File: config.mk
export PLATFORM = sky130hd
export DESIGN_NAME = mipi_dphy_tx_lane_ctrl_flat
export DESIGN_NICKNAME = d
export VERILOG_FILES = /design/src/rtl/mipi_dphy_tx_lane_ctrl_pkg.sv /design/src/rtl/mipi_dphy_tx_lane_ctrl_if.sv /design/src/rtl/mipi_dphy_tx_lane_ctrl_timer.sv /design/src/rtl/mipi_dphy_tx_lane_ctrl.sv /design/src/flat_wrapper.sv
export SDC_FILE = /design/constraint.sdc
export NUM_CORES = 1
export LEC_CHECK = 0
export ABC_AREA = 1
export BUFFER_PORTS_ARGS = -buffer_cell sky130_fd_sc_hd__buf_2
export CORE_UTILIZATION = 48
export CTS_CLUSTER_SIZE = 16
export DETAILED_ROUTE_END_ITERATION = 12
export PLACE_DENSITY = 0.75
export SETUP_SLACK_MARGIN = 0.3
export SLEW_MARGIN = 20
export SYNTH_ARGS = -nofsm -noshare
export SYNTH_HDL_FRONTEND = slang
export SYNTH_SLANG_ARGS = --single-unit
export TNS_END_PERCENT = 100
File: constraint.sdc
create_clock -name clk_hs -period 3.3 [get_ports clk_hs]
set_input_delay 0.33 -clock clk_hs [delete_from_list [all_inputs] [get_ports clk_hs]]
set_output_delay 0.33 -clock clk_hs [all_outputs]
set_load 0.02 [all_outputs]
File: src/rtl/mipi_dphy_tx_lane_ctrl_pkg.sv
// mipi_tx_pkg: FSM states, LP line encodings and HS fill bytes (MIPI_TX_CLK_LANE_EN adds clock-lane states)
package mipi_tx_pkg;
    typedef enum logic [3:0] {
        ST_STOP, ST_LPX, ST_PREPARE, ST_ZERO, ST_SYNC, ST_HST, ST_TRAIL, ST_EXIT
`ifdef MIPI_TX_CLK_LANE_EN
        , ST_CLK_LPX, ST_CLK_PREP, ST_CLK_PRE, ST_CLK_POST
`endif
    } state_t;
    localparam logic [1:0] LP11 = 2'b11;
    localparam logic [1:0] LP01 = 2'b01;
    localparam logic [1:0] LP00 = 2'b00;
    localparam logic [7:0] SYNC_BYTE = 8'hB8;
    localparam logic [7:0] ZERO_BYTE = 8'h00;
endpackage

File: src/rtl/mipi_dphy_tx_lane_ctrl_if.sv
// mipi_dphy_tx_lane_ctrl_if: multi-lane beat stream feeding the D-PHY TX lane controller
interface mipi_dphy_tx_lane_ctrl_if #(parameter int MAX_LANES = 4);
    logic s_valid, s_ready, s_last;
    logic [8*MAX_LANES-1:0] s_data;
    modport master (output s_valid, s_data, s_last, input s_ready);
    modport slave (input s_valid, s_data, s_last, output s_ready);
endinterface

File: src/rtl/mipi_dphy_tx_lane_ctrl_timer.sv
// mipi_tx_timer: loadable down-counter; a load of v gives max(v,1) cycles until done
module mipi_tx_timer #(parameter int CNT_W = 8) (
    input  logic             clk_hs,
    input  logic             reset,
    input  logic             load,
    input  logic [CNT_W-1:0] value,
    output logic             done
);
    logic [CNT_W-1:0] cnt;
    always_ff @(posedge clk_hs) begin
        if (reset) cnt <= '0;
        else if (load) cnt <= (value == '0) ? '0 : value - CNT_W'(1);
        else if (cnt != '0) cnt <= cnt - CNT_W'(1);
    end
    assign done = cnt == '0;
endmodule

File: src/rtl/mipi_dphy_tx_lane_ctrl.sv
// mipi_dphy_tx_lane_ctrl: D-PHY TX data-lane sequencer; MIPI_TX_CLK_LANE_EN adds clock-lane control
module mipi_dphy_tx_lane_ctrl
    import mipi_tx_pkg::*;
#(
    parameter int MAX_LANES = 4,
    parameter int CNT_W     = 8
) (
    input  logic                   clk_hs,
    input  logic                   reset,
    input  logic                   enable,
    input  logic [3:0]             num_active_lanes,
    input  logic [CNT_W-1:0]       t_lpx,
    input  logic [CNT_W-1:0]       t_prepare,
    input  logic [CNT_W-1:0]       t_zero,
    input  logic [CNT_W-1:0]       t_trail,
    input  logic [CNT_W-1:0]       t_exit,
`ifdef MIPI_TX_CLK_LANE_EN
    input  logic [CNT_W-1:0]       t_clk_pre,
    input  logic [CNT_W-1:0]       t_clk_post,
    output logic                   clk_hs_en,
    output logic                   clk_lp_p,
    output logic                   clk_lp_n,
`endif
    mipi_dphy_tx_lane_ctrl_if.slave s,
    output logic [8*MAX_LANES-1:0] hs_data,
    output logic [MAX_LANES-1:0]   hs_en,
    output logic [MAX_LANES-1:0]   lp_p,
    output logic [MAX_LANES-1:0]   lp_n,
    output logic                   busy,
    output logic                   underrun
);
`ifdef MIPI_TX_CLK_LANE_EN
    localparam state_t START = ST_CLK_LPX;
    localparam state_t POST  = ST_CLK_POST;
`else
    localparam state_t START = ST_LPX;
    localparam state_t POST  = ST_EXIT;
`endif
    state_t state, nxt;
    logic done, load, fire, rdy, hs;
    logic [CNT_W-1:0] tval;
    logic [MAX_LANES-1:0] act, eff, m;
    logic [1:0] lp;
    logic [3:0] n;
    assign n = (num_active_lanes == 4'd0) ? 4'd1 :
               (int'(num_active_lanes) > MAX_LANES) ? 4'(MAX_LANES) : num_active_lanes;
    always_comb begin
        eff = '0;
        for (int i = 0; i < MAX_LANES; i++) eff[i] = i < int'(n);
    end
    // lane mask is taken live on the STOP exit edge, then frozen for the burst
    assign m = (state == ST_STOP) ? eff : act;
    assign s.s_ready = rdy;
    assign fire = s.s_valid && rdy;
    always_comb begin
        nxt = state;
        case (state)
            ST_STOP:     if (enable && s.s_valid) nxt = START;
`ifdef MIPI_TX_CLK_LANE_EN
            ST_CLK_LPX:  if (done) nxt = ST_CLK_PREP;
            ST_CLK_PREP: if (done) nxt = ST_CLK_PRE;
            ST_CLK_PRE:  if (done) nxt = ST_LPX;
            ST_CLK_POST: if (done) nxt = ST_EXIT;
`endif
            ST_LPX:      if (done) nxt = ST_PREPARE;
            ST_PREPARE:  if (done) nxt = ST_ZERO;
            ST_ZERO:     if (done) nxt = ST_SYNC;
            ST_SYNC:     nxt = s.s_valid ? ST_HST : ST_TRAIL;
            ST_HST:      if (!rdy || !s.s_valid) nxt = ST_TRAIL;
            ST_TRAIL:    if (done) nxt = POST;
            ST_EXIT:     if (done) nxt = ST_STOP;
            default:     nxt = ST_STOP;
        endcase
    end
    assign load = nxt != state;
    assign tval = (nxt == ST_LPX) ? t_lpx : (nxt == ST_PREPARE) ? t_prepare :
                  (nxt == ST_ZERO) ? t_zero : (nxt == ST_TRAIL) ? t_trail :
`ifdef MIPI_TX_CLK_LANE_EN
                  (nxt == ST_CLK_LPX) ? t_lpx : (nxt == ST_CLK_PREP) ? t_prepare :
                  (nxt == ST_CLK_PRE) ? t_clk_pre : (nxt == ST_CLK_POST) ? t_clk_post :
`endif
                  t_exit;
    assign lp = (nxt == ST_LPX) ? LP01 :
                (nxt inside {ST_PREPARE, ST_ZERO, ST_SYNC, ST_HST, ST_TRAIL}) ? LP00 : LP11;
    assign hs = nxt inside {ST_ZERO, ST_SYNC, ST_HST, ST_TRAIL};
    mipi_tx_timer #(.CNT_W(CNT_W)) timer (
        .clk_hs(clk_hs), .reset(reset), .load(load), .value(tval), .done(done)
    );
    // outputs are registered from the next state so they line up with it
    always_ff @(posedge clk_hs) begin
        if (reset) begin
            state    <= ST_STOP;
            act      <= '0;
            hs_data  <= '0;
            hs_en    <= '0;
            lp_p     <= '1;
            lp_n     <= '1;
            rdy      <= 1'b0;
            busy     <= 1'b0;
            underrun <= 1'b0;
        end else begin
            state <= nxt;
            act   <= m;
            busy  <= nxt != ST_STOP;
            rdy   <= (nxt == ST_SYNC) || (nxt == ST_HST && !(fire && s.s_last));
            if (rdy && !s.s_valid) underrun <= 1'b1;
            for (int i = 0; i < MAX_LANES; i++) begin
                hs_en[i] <= m[i] && hs;
                lp_p[i]  <= !m[i] || lp[1];
                lp_n[i]  <= !m[i] || lp[0];
                hs_data[8*i+:8] <= !m[i] ? 8'h00 :
                                   (nxt == ST_ZERO) ? ZERO_BYTE :
                                   (nxt == ST_SYNC) ? SYNC_BYTE :
                                   (nxt == ST_HST) ? s.s_data[8*i+:8] :
                                   (nxt == ST_TRAIL) ? ((state == ST_TRAIL) ? hs_data[8*i+:8] : {8{~hs_data[8*i+7]}}) :
                                   8'h00;
            end
        end
    end
`ifdef MIPI_TX_CLK_LANE_EN
    always_ff @(posedge clk_hs) begin
        if (reset) begin
            clk_hs_en <= 1'b0;
            clk_lp_p  <= 1'b1;
            clk_lp_n  <= 1'b1;
        end else begin
            clk_hs_en <= !(nxt inside {ST_STOP, ST_EXIT, ST_CLK_LPX, ST_CLK_PREP});
            clk_lp_p  <= nxt inside {ST_STOP, ST_EXIT};
            clk_lp_n  <= nxt inside {ST_STOP, ST_EXIT, ST_CLK_LPX};
        end
    end
`endif
endmodule
File: src/flat_wrapper.sv
// flat-port wrapper written by rule: the top's interface ports become plain ports
module mipi_dphy_tx_lane_ctrl_flat import mipi_tx_pkg::*;
#(
    parameter int MAX_LANES = 4,
    parameter int CNT_W     = 8
)
  (clk_hs, reset, enable, num_active_lanes, t_lpx, t_prepare, t_zero, t_trail, t_exit, hs_data, hs_en, lp_p, lp_n, busy, underrun, s_s_valid, s_s_data, s_s_last, s_s_ready);
  mipi_dphy_tx_lane_ctrl_if #(.MAX_LANES(MAX_LANES)) s_i ();
  input  logic clk_hs;
  input  logic reset;
  input  logic enable;
  input  logic [3:0] num_active_lanes;
  input  logic [CNT_W-1:0] t_lpx;
  input  logic [CNT_W-1:0] t_prepare;
  input  logic [CNT_W-1:0] t_zero;
  input  logic [CNT_W-1:0] t_trail;
  input  logic [CNT_W-1:0] t_exit;
  output logic [8*MAX_LANES-1:0] hs_data;
  output logic [MAX_LANES-1:0] hs_en;
  output logic [MAX_LANES-1:0] lp_p;
  output logic [MAX_LANES-1:0] lp_n;
  output logic busy;
  output logic underrun;
  input wire logic [$bits(s_i.s_valid)-1:0] s_s_valid;
  input wire logic [$bits(s_i.s_data)-1:0] s_s_data;
  input wire logic [$bits(s_i.s_last)-1:0] s_s_last;
  output wire logic [$bits(s_i.s_ready)-1:0] s_s_ready;
  assign s_i.s_valid = s_s_valid;
  assign s_i.s_data = s_s_data;
  assign s_i.s_last = s_s_last;
  assign s_s_ready = s_i.s_ready;
  mipi_dphy_tx_lane_ctrl #(.MAX_LANES(MAX_LANES), .CNT_W(CNT_W)) u_core (.clk_hs(clk_hs), .reset(reset), .enable(enable), .num_active_lanes(num_active_lanes), .t_lpx(t_lpx), .t_prepare(t_prepare), .t_zero(t_zero), .t_trail(t_trail), .t_exit(t_exit), .s(s_i), .hs_data(hs_data), .hs_en(hs_en), .lp_p(lp_p), .lp_n(lp_n), .busy(busy), .underrun(underrun));
endmodule
==> results of run 1 <==
[critical path, stage by stage (launching register included)]
cell     delay [ns]
dfxtp_1        0.37
nor2_2         0.19
nand2_2        0.09
nor2_4         0.21
nand2_1        0.09
nand2_2        0.09
nand2_4        0.07
nor2_4         0.17
inv_2          0.07
nor2_4         0.20
buf_6          0.14
nor2_1         0.03
nand2_1        0.10
nand2_2        0.08
nand2_4        0.08
ha_1           0.16
nand2_2        0.07
nor2_4         0.11
nand2_1        0.08
nand2_2        0.08
nor2_1         0.05
o21a_1         0.15
[state kept, by name, indices dropped and copies added, names as in the netlist]
register and count:
u_core.act 4, u_core.busy 1, u_core.hs_data 32, u_core.hs_en 4, u_core.lp_n 4, u_core.lp_p 4
u_core.s.s_ready 1, u_core.state 4, u_core.timer.cnt 8, u_core.underrun 1
[per-stage QoR]
step | total power, W | setup slack (ns) | std cells | instance area, µm²
finish | 0.00306 | 0.506 | 732 | 4390
global route | 0.00329 | 0.266 | 732 | 4390
floorplan | 0.00200 | 0.648 | 495 | 3400
CTS | 0.00298 | 0.329 | 728 | 4320
global placement | 0.00225 | 0.339 | 707 | 4090
detailed placement | 0.00227 | 0.206 | 707 | 4090
[repair_timing]
item                       in CTS  in global routing
gates resized for setup         0                 11
pin swaps                       2                  5
setup endpoints to repair       8                 10
cloned                          0                  0
setup buffers                   5                  4
[per-layer routing]
metal | track usage [%] | vias to the layer above | part of all wire, %
met2 | 40.0 | 111 | 48
li1 | - | 1867 | -
met3 | 6.06 | 11 | 5.8
met4 | 7.12 | 0 | 1.1
met5 | 0 | - | 0
met1 | 33.3 | 1701 | 45
[logic make-up after synthesis]
kind of cell / after synthesis / synth area share [%]
other: 1 / 0.110
buffers and inverters: 61 / 7.51
and+or+nand+nor: 275 / 36.7
DFF: 63 / 37.1
AOI/OAI and AO/OA: 86 / 15.9
adders and majority gates: 3 / 1.11
xor gates and xnor gates: 6 / 1.55
[worst paths after layout]
kind	to	startpoint	slack, ns
max	u_core.timer.cnt[1]	u_core.timer.cnt[3]	0.51
min	u_core.s.s_ready	s_s_last	0.20
max reg2reg	u_core.timer.cnt[1]	u_core.timer.cnt[3]	0.51
min reg2reg	u_core.underrun	u_core.underrun	0.47
[cells in the final DEF (no fill, tap or decap), types with 2 or more instances in the layout]
cell type | netlist | final
buf_2 | 3 | 127
inv_1 | 40 | 38
inv_2 | 8 | 10
nor3_1 | 2 | 2
nand2_4 | 5 | 5
nand2_1 | 118 | 117
nand2_2 | 16 | 17
clkinv_2 | 0 | 3
a21oi_1 | 32 | 31
ha_1 | 3 | 2
a21oi_4 | 4 | 4
nand3_2 | 3 | 5
nor2_4 | 5 | 6
nand3_1 | 33 | 31
a211oi_1 | 16 | 16
nand4_1 | 2 | 2
nor2_2 | 5 | 4
clkbuf_8 | 0 | 9
buf_6 | 3 | 2
o21ai_0 | 25 | 25
nor2_1 | 78 | 78
dfxtp_1 | 63 | 63
or2_2 | 7 | 7
xor2_1 | 5 | 5
buf_4 | 0 | 9
[layout make-up]
type | count | area, µm²
Timing Repair Buffer | 138 | 726
Tap cell | 96 | 120
Sequential cell | 63 | 1260
Clock inverter | 6 | 61.3
Multi-Input combinational cell | 371 | 1910
Clock buffer | 10 | 128
Inverter | 48 | 180
Fill cell | 647 | 2440
[power groups by stage]
stage,Sequential (W),Combinational (W),Clock [W]
after CTS,0.000911,0.00141,0.000653
after global routing,0.000926,0.00167,0.000687
after detailed placement,0.000926,0.00135,0
after floorplan,0.000951,0.00105,0
final,0.000916,0.00150,0.000641
after global placement,0.000928,0.00132,0
==> impl_metrics.tcl, run 1 <==
set metrics [dict create \
    p_sw_share_pct 43.0 \
    syn-mean-instance-area_um2 6.86 \
    setup_viol 0 \
    end_kind "register" \
    cp.required_ns 3.52 \
    area_growth_pct 29.2 \
    worstSetupStartpointType "register" \
    rsz0062_at_grt "false" \
    fp.dieH_um 86.1 \
    layout-drive-gt1-share_pct 33.6 \
    first_iter_violations 172 \
    clk_latency_ns 0.33 \
    syn_inst 495 \
    diodes 0 \
    final_util_pct 64.3 \
    port_buffers 127 \
    slew_headroom_pct 41.0 \
    synth_top_cell_by_area "dfxtp_1" \
    setup_tns_ns 0 \
    grt_pass1_wl_mm 14.6 \
    ir_drop_v 0.000377 \
    antenna_found_initial 0 \
    grt_pass1_vias 3191 \
    floorplan.initialDensity_pct 49.7 \
    synth.yosys.seq_area_share_pct 37.1 \
    htree_levels 3 \
    wl_per_cell_um 12.5 \
    final_nets 715 \
    synth_area_mm2 0.00340 \
    drt_pre_antenna_iters 4 \
    drt-total-wl_mm 9.12 \
    die_x_um 86.1 \
    yosysTopAreaCellShare_pct 37.1 \
    yosys.cell_types.count 35 \
    drc 0 \
    synth_nets 579 \
    ys_top_cells_by_count "nand2_1, nor2_1, dfxtp_1, inv_1, nand3_1" \
    gp_congestion 0.935 \
    p_switching_w 0.00132 \
    p_clk_share_pct 21.0 \
    tightest_slew_ns 0.884 \
    rows 30 \
    synth_most_common_cell "nand2_1" \
    yosys_warnings 0 \
    p_seq_share_pct 30.0 \
    hold_viol 0 \
    report.final.slew_viol_count 0 \
    holdBufCountCts 0 \
    tritoncts.num_buffers 9 \
    synth_top_cells_by_area "dfxtp_1, nand2_1, nor2_1" \
    synthArstFlopShare_pct 0 \
    fin_crit_ns 2.79 \
    max_freq_ghz 0.358 \
    routed-via-count 3690 \
    grt_max_degree 33 \
    gr-usage-all-layers_pct 24.9 \
    clk_path_buf_depth 2 \
    internal-power_w 0.00174 \
    status "complete, no violations" \
    hpwl_mm 6.94 \
    max_cap_viol_count 0 \
    path_clk_slew_ns 0.07 \
    root_buffer "clkbuf_8" \
    p_leak_nw 2.18 \
    drtAntennaViolNets 0 \
    grt_overflow 0 \
    whs_ns 0.201 \
    ioPinCount 128 \
    ff2ff_path_depth 21 \
    die-area_mm2 0.00742 \
    critPathKind "register to register" \
    synth-edff-count 0 \
    synth-seq-cells 63 \
    fin_crit_sh_pct 84.7 \
    cts_tree "done" \
    hold_class "input pin to register" \
    cts_sinks 63 \
    synthFlopType "dfxtp_1" \
    cp_max_fo 8 \
    hold_depth 2 \
    p_per_area_mw_per_mm2 697 \
    coreArea_mm2 0.00683 \
    avgViaCountPerCell 5.04 \
    fin_skew_ns 0.00670 \
    crit_arrival_ns 3.02 \
    combPwrFrac_pct 49.1 \
]
(Power assumes the default switching activity.)
==> inputs of run 2 (changes only) <==
--- a/config.mk
+++ b/config.mk
@@ -5,12 +5,12 @@
 export SDC_FILE = /design/constraint.sdc
 export NUM_CORES = 1
 export LEC_CHECK = 0
-export ABC_AREA = 1
+export ABC_AREA = 0
 export BUFFER_PORTS_ARGS = -buffer_cell sky130_fd_sc_hd__buf_2
 export CORE_UTILIZATION = 48
 export CTS_CLUSTER_SIZE = 16
 export DETAILED_ROUTE_END_ITERATION = 12
-export PLACE_DENSITY = 0.75
+export PLACE_DENSITY = 0.77
 export SETUP_SLACK_MARGIN = 0.3
 export SLEW_MARGIN = 20
 export SYNTH_ARGS = -nofsm -noshare
==> constraint.sdc (replaced) <==
create_clock -name clk_hs -period 2.78 [get_ports clk_hs]
set_input_delay 0.278 -clock clk_hs [delete_from_list [all_inputs] [get_ports clk_hs]]
set_output_delay 0.278 -clock clk_hs [all_outputs]
set_load 0.02 [all_outputs]
==> impl_metrics.tcl, run 2 <==
set metrics [dict create \
    routed-via-count 4153 \
    yosys.cell_types.count 58 \
    htree_levels 3 \
    status "complete, but fails checks" \
    setup_tns_ns -3.01 \
    rrSetupSlack_ns -0.41 \
    place_ws_ns -0.316 \
    tritoncts.num_buffers 9 \
    largest_reg_flops 32 \
    grt_pass1_vias 3833 \
    ff2ff_path_depth 14 \
    die-area_mm2 0.00689 \
    root_buffer "clkbuf_8" \
    yosysTopAreaCellShare_pct 40.1 \
    fin_crit_ns 3.19 \
    rows 29 \
    coreArea_mm2 0.00635 \
    report.final.slew_viol_count 0 \
    path_cells "inv_2, ha_4, buf_6, nor3b_4, nand2_2, a32o_2, nor2_4, mux2_4, o211ai_1, ha_1, nand3_2, o21bai_4, nand2b_4, a21oi_2" \
    gr-usage-all-layers_pct 31.4 \
    yosys_warnings 0 \
    seqCellArea_mm2 0.00127 \
    synth.yosys.seq_area_share_pct 40.1 \
    antenna_found_initial 0 \
    syn-mean-instance-area_um2 7.97 \
    ioPinCount 128 \
    port_buffers 127 \
    avgViaCountPerCell 6.00 \
    max_cap_viol_count 0 \
    worstHoldEndpoint "u_core.hs_data[23]" \
    floorplan.initialDensity_pct 49.6 \
    path_clk_slew_ns 0.10 \
    ys_top_cells_by_count "dfxtp_1, nand2_1, nor2_1, a21oi_1, nor3_1" \
    worstSetupStartpointType "register" \
    final_util_pct 82.0 \
    p_per_area_mw_per_mm2 492 \
    gp_congestion 0.972 \
    layout-drive-gt1-share_pct 52.4 \
    grt_pass1_wl_mm 17.4 \
    diodes 0 \
    final_common_cell "buf_2" \
    hold_viol 0 \
    drc 0 \
    multi_input_area_mm2 0.00210 \
    setup_viol 9 \
    hpwl_mm 7.55 \
    synth_top_cell_by_area "dfxtp_1" \
    synth-edff-count 0 \
    area_growth_pct 65.3 \
    end_kind "register" \
    ir_drop_v 0.000439 \
    grt_max_degree 33 \
    critPathKind "register to register" \
    synth_area_mm2 0.00315 \
    violations "negative setup slack" \
    cp.required_ns 2.99 \
    max_freq_ghz 0.313 \
    grt_overflow 0 \
    crit_arrival_ns 3.41 \
    wl_per_cell_um 18.4 \
    postLayoutSetupSlackWorst_ns -0.415 \
    max_flop_register "u_core.hs_data" \
    reg2reg_from "u_core.timer.cnt[1]" \
    cp_slowest_stage_delay_ns 0.35 \
    slew_headroom_pct 38.5 \
    holdBufCountCts 0 \
    p_leak_nw 2.40 \
    r2r-end "u_core.timer.cnt[0]" \
    synthFlopType "dfxtp_1" \
    final_cell_mix "buf_2, buf_4, dfxtp_1" \
    synth-seq-cells 63 \
    hold_class "input pin to register" \
    hold_depth 3 \
    synth_most_common_cell "dfxtp_1" \
    hp-start "s_s_data[23]" \
    first_iter_violations 429 \
    crit_slowest_cell "dfxtp_2" \
    synthArstFlopShare_pct 0 \
    drt-total-wl_mm 12.8 \
    final_nets 694 \
    synth_top_cells_by_area "dfxtp_1, a21oi_1, nand2_1" \
    cts_sinks 63 \
    clk_path_buf_depth 2 \
    synth_nets 479 \
    syn_inst 395 \
    clk_latency_ns 0.36 \
    p_total_w 0.00256 \
    drtAntennaViolNets 0 \
    fin_crit_sh_pct 115 \
    die_x_um 83.0 \
    drt_pre_antenna_iters 8 \
    fp.dieH_um 83.0 \
    cts_tree "done" \
    tightest_slew_ns 0.916 \
    cp_max_fo 6 \
    top_regs "u_core.hs_data: 32 flops, u_core.timer.cnt: 8 flops" \
    nFillCells 359 \
    rsz0062_at_grt "true" \
    fin_skew_ns 0.0258 \
]
-- run 2: changes by cell type after synthesis, moves of 7 or more --
cell      before  now
nand3_1       33    6
nand2_2       16    1
inv_2          8    0
nor2b_1        0    8
nor2_1        78   50
nor3_1         2   25
inv_1         40   10
clkbuf_1       7   14
a21oi_1       32   46
a211oi_1      16    5
nand2_1      118   55
-- run 2: what timing repair did --
item,4_1_cts,5_1_grt
resized for setup,60,33
buffers inserted,15,4
pin swaps,18,14
endpoints found under the hold margin,0,0
endpoints found under the setup margin,44,44
gates cloned,2,0
-- run 2: final cells by class --
| type | count | share of cell area [%] |
|---|---|---|
| Clock buffer | 9 | 2.38 |
| Inverter | 10 | 0.721 |
| Sequential cell | 63 | 24.3 |
| Clock inverter | 7 | 2.02 |
| Tap cell | 77 | 1.85 |
| Timing Repair Buffer | 223 | 28.3 |
| Multi-Input combinational cell | 303 | 40.4 |
-- run 2: layer usage --
layer | global-route usage (%) | wire, µm | vias to the layer above
li1 | - | - | 1838
met1 | 37.1 | 4840 | 1933
met2 | 54.7 | 6190 | 298
met3 | 6.26 | 1080 | 84
met4 | 14.4 | 653 | 0
met5 | 0 | 0 | -
-- run 2: per-stage QoR --
stage / area, µm² / cells / hold WS [ns]
2_1_floorplan: 3230 / 395 / 0.388
3_3_place_gp: 4460 / 655 / 0.448
3_5_place_dp: 4460 / 655 / 0.472
4_1_cts: 5010 / 688 / 0.165
5_1_grt: 5200 / 692 / 0.175
6_report: 5200 / 692 / 0.178
-- run 2: critical path, delay by kind of cell (launching register included) --
family,cells,cell delay (ns)
compound gates,4,0.96
simple gates,5,0.86
flops,1,0.35
fa+ha+maj,2,0.37
buf+inv,2,0.17
mux,1,0.31
-- run 2: worst max path at each step --
stage / start / endpoint / slack (ns) / depth (start not counted)
floorplan: u_core.timer.cnt[0] / u_core.timer.cnt[1] / -0.13 / 14
global placement: u_core.timer.cnt[1] / u_core.timer.cnt[4] / -0.22 / 14
detailed placement: u_core.timer.cnt[1] / u_core.timer.cnt[6] / -0.32 / 13
CTS: u_core.timer.cnt[1] / u_core.timer.cnt[0] / -0.31 / 14
global route: u_core.timer.cnt[1] / u_core.timer.cnt[7] / -0.52 / 16
finish: u_core.timer.cnt[1] / u_core.timer.cnt[0] / -0.41 / 14
-- run 2: kinds of logic (layout without fill, tap and decap cells) --
family / after synthesis / in the layout / share of synthesized area [%]
AO/OA/AOI/OAI: 112 / 112 / 24.5
flip-flops: 63 / 63 / 40.1
XOR/XNOR: 12 / 12 / 3.34
buffers and inverters: 29 / 249 / 3.66
AND/OR/NAND/NOR: 173 / 173 / 26.4
adder cells (fa/ha/maj): 3 / 3 / 1.19
other: 1 / 1 / 0.119
multiplexers: 2 / 2 / 0.715
-- run 2: power by group --
part / leakage [nW] / switching [W] / internal (W)
combinational: 1.77 / 0.000317 / 0.000337
sequential: 0.513 / 0.0000302 / 0.000936
clock: 0.112 / 0.000421 / 0.000517
total: 2.40 / 0.000768 / 0.00179
==> inputs of run 3 (changes only) <==
--- a/config.mk
+++ b/config.mk
@@ -7,10 +7,10 @@
 export LEC_CHECK = 0
 export ABC_AREA = 0
 export BUFFER_PORTS_ARGS = -buffer_cell sky130_fd_sc_hd__buf_2
-export CORE_UTILIZATION = 48
+export CORE_UTILIZATION = 25
 export CTS_CLUSTER_SIZE = 16
 export DETAILED_ROUTE_END_ITERATION = 12
-export PLACE_DENSITY = 0.77
+export PLACE_DENSITY = 0.44
 export SETUP_SLACK_MARGIN = 0.3
 export SLEW_MARGIN = 20
 export SYNTH_ARGS = -nofsm -noshare
==> impl_metrics.tcl, run 3 (synthesis gave the netlist of run 2 again) <==
set metrics [dict create \
    status "complete, but fails checks" \
    violations "negative setup slack" \
    layout-drive-gt1-share_pct 50.6 \
    postLayoutSetupSlackWorst_ns -0.342 \
    nFillCells 1239 \
    drt_pre_antenna_iters 5 \
    seqCellArea_mm2 0.00127 \
    reg2reg_from "u_core.timer.cnt[1]" \
    drtAntennaViolNets 0 \
    clk_latency_ns 0.32 \
    setup_tns_ns -2.27 \
    hold_viol 0 \
    max_cap_viol_count 0 \
    drc 0 \
    cp.required_ns 2.99 \
    grt_pass1_vias 3547 \
    wl_met2_mm 5.37 \
    final_nets 700 \
    largest_reg_flops 32 \
    avgViaCountPerCell 4.57 \
    fin_crit_ns 3.12 \
    diodes 0 \
    grt_pass1_wl_mm 17.3 \
    ir_drop_v 0.000269 \
    antenna_found_initial 1 \
    hp-start "s_s_last" \
    gr-usage-all-layers_pct 16.8 \
    rows 40 \
    cp_max_fo 11 \
    wl_per_cell_um 13.8 \
    final_common_cell "buf_2" \
    drt-met1-wl_mm 4.98 \
    crit_start "u_core.timer.cnt[1]" \
    grt_overflow 0 \
    top_regs "u_core.hs_data: 32 flops, u_core.timer.cnt: 8 flops" \
    drt-total-wl_mm 10.9 \
    wl_met3_um 437 \
    routed-via-count 3603 \
    clk_path_buf_depth 2 \
    max_freq_ghz 0.320 \
    rsz0062_at_grt "true" \
    report.final.slew_viol_count 0 \
    final_cell_mix "buf_2, buf_4, dfxtp_1" \
    cts_tree "done" \
    grt_max_degree 33 \
    fin_skew_ns 0.00530 \
    tritoncts.num_buffers 9 \
    gp_congestion 0.804 \
    root_buffer "clkbuf_16" \
    port_buffers 127 \
    path_clk_slew_ns 0.06 \
    end_kind "register" \
    hpwl_mm 8.31 \
    worstSetupStartpointType "register" \
    cts_sinks 63 \
    floorplan.initialDensity_pct 25.9 \
    coreArea_mm2 0.0122 \
    setup_viol 8 \
    crit_arrival_ns 3.34 \
    p_per_area_mw_per_mm2 525 \
    fp.dieH_um 114 \
    highest_layer "met4" \
    htree_levels 3 \
    final_util_pct 44.5 \
    first_iter_violations 187 \
    place_ws_ns -0.356 \
    fin_crit_sh_pct 112 \
    holdBufCountCts 0 \
    critPathKind "register to register" \
    die-area_mm2 0.0130 \
    multi_input_area_mm2 0.00204 \
    die_x_um 114 \
    area_growth_pct 71.9 \
    max_flop_register "u_core.hs_data" \
    ioPinCount 128 \
    p_leak_nw 2.43 \
    hold_class "input pin to register" \
]
[run 3: worst max-delay path: stages (launching register included)]
cell and delay (ns):
dfxtp_2 0.33, inv_2 0.05, ha_4 0.15, and4bb_2 0.26
and4_1 0.22, or2_4 0.26, buf_4 0.19, o22ai_1 0.16
a2bb2oi_1 0.10, o22a_4 0.22, or4_4 0.58, buf_12 0.16
nor3_4 0.17, nor2_2 0.06, o211a_1 0.11
[run 3: timing repair]
| action | CTS | global route |
|---|---|---|
| pin swaps | 5 | 15 |
| setup endpoints to repair | 41 | 44 |
| resized for setup | 8 | 63 |
| gates cloned | 0 | 3 |
| setup buffers | 7 | 8 |
[run 3: power breakdown]
part           total, W  switching [W]  internal [W]  leakage, nW
clock network   0.00123       0.000420      0.000813        0.155
registers      0.000963      0.0000250      0.000938        0.513
logic          0.000646       0.000292      0.000354         1.76
total           0.00284       0.000737       0.00210         2.43
[run 3: per-layer routing]
metal / vias to the layer above / GRT usage, %
li1: 1840 / -
met1: 1684 / 21.5
met2: 70 / 28.2
met3: 9 / 3.86
met4: 0 / 4.59
met5: - / 0
[run 3: cell type report]
class / count / area share [%]
multi-input cells: 303 / 37.6
repair buffers: 229 / 28.3
flip-flops and latches: 63 / 23.4
well taps: 168 / 3.88
inverters: 10 / 0.694
clock inverters: 6 / 1.71
clock buffers: 10 / 4.42
[run 3: final timing paths]
| path | cells past startpoint | end | slack (ns) |
|---|---|---|---|
| worst max-delay path | 14 | u_core.timer.cnt[7] | -0.34 |
| worst min register to register | 2 | u_core.underrun | 0.48 |
| worst min-delay path | 2 | u_core.s.s_ready | 0.17 |
| worst max register to register | 14 | u_core.timer.cnt[7] | -0.34 |
[run 3: per-stage QoR]
| step | total power (W) | std cells | area (µm²) | hold slack, ns |
|---|---|---|---|---|
| 2_1_floorplan | 0.00128 | 395 | 3230 | 0.388 |
| 3_3_place_gp | 0.00156 | 755 | 4640 | 0.455 |
| 3_5_place_dp | 0.00156 | 755 | 4640 | 0.472 |
| 4_1_cts | 0.00283 | 778 | 5050 | 0.164 |
| 5_1_grt | 0.00298 | 789 | 5410 | 0.170 |
| 6_report | 0.00284 | 789 | 5410 | 0.170 |
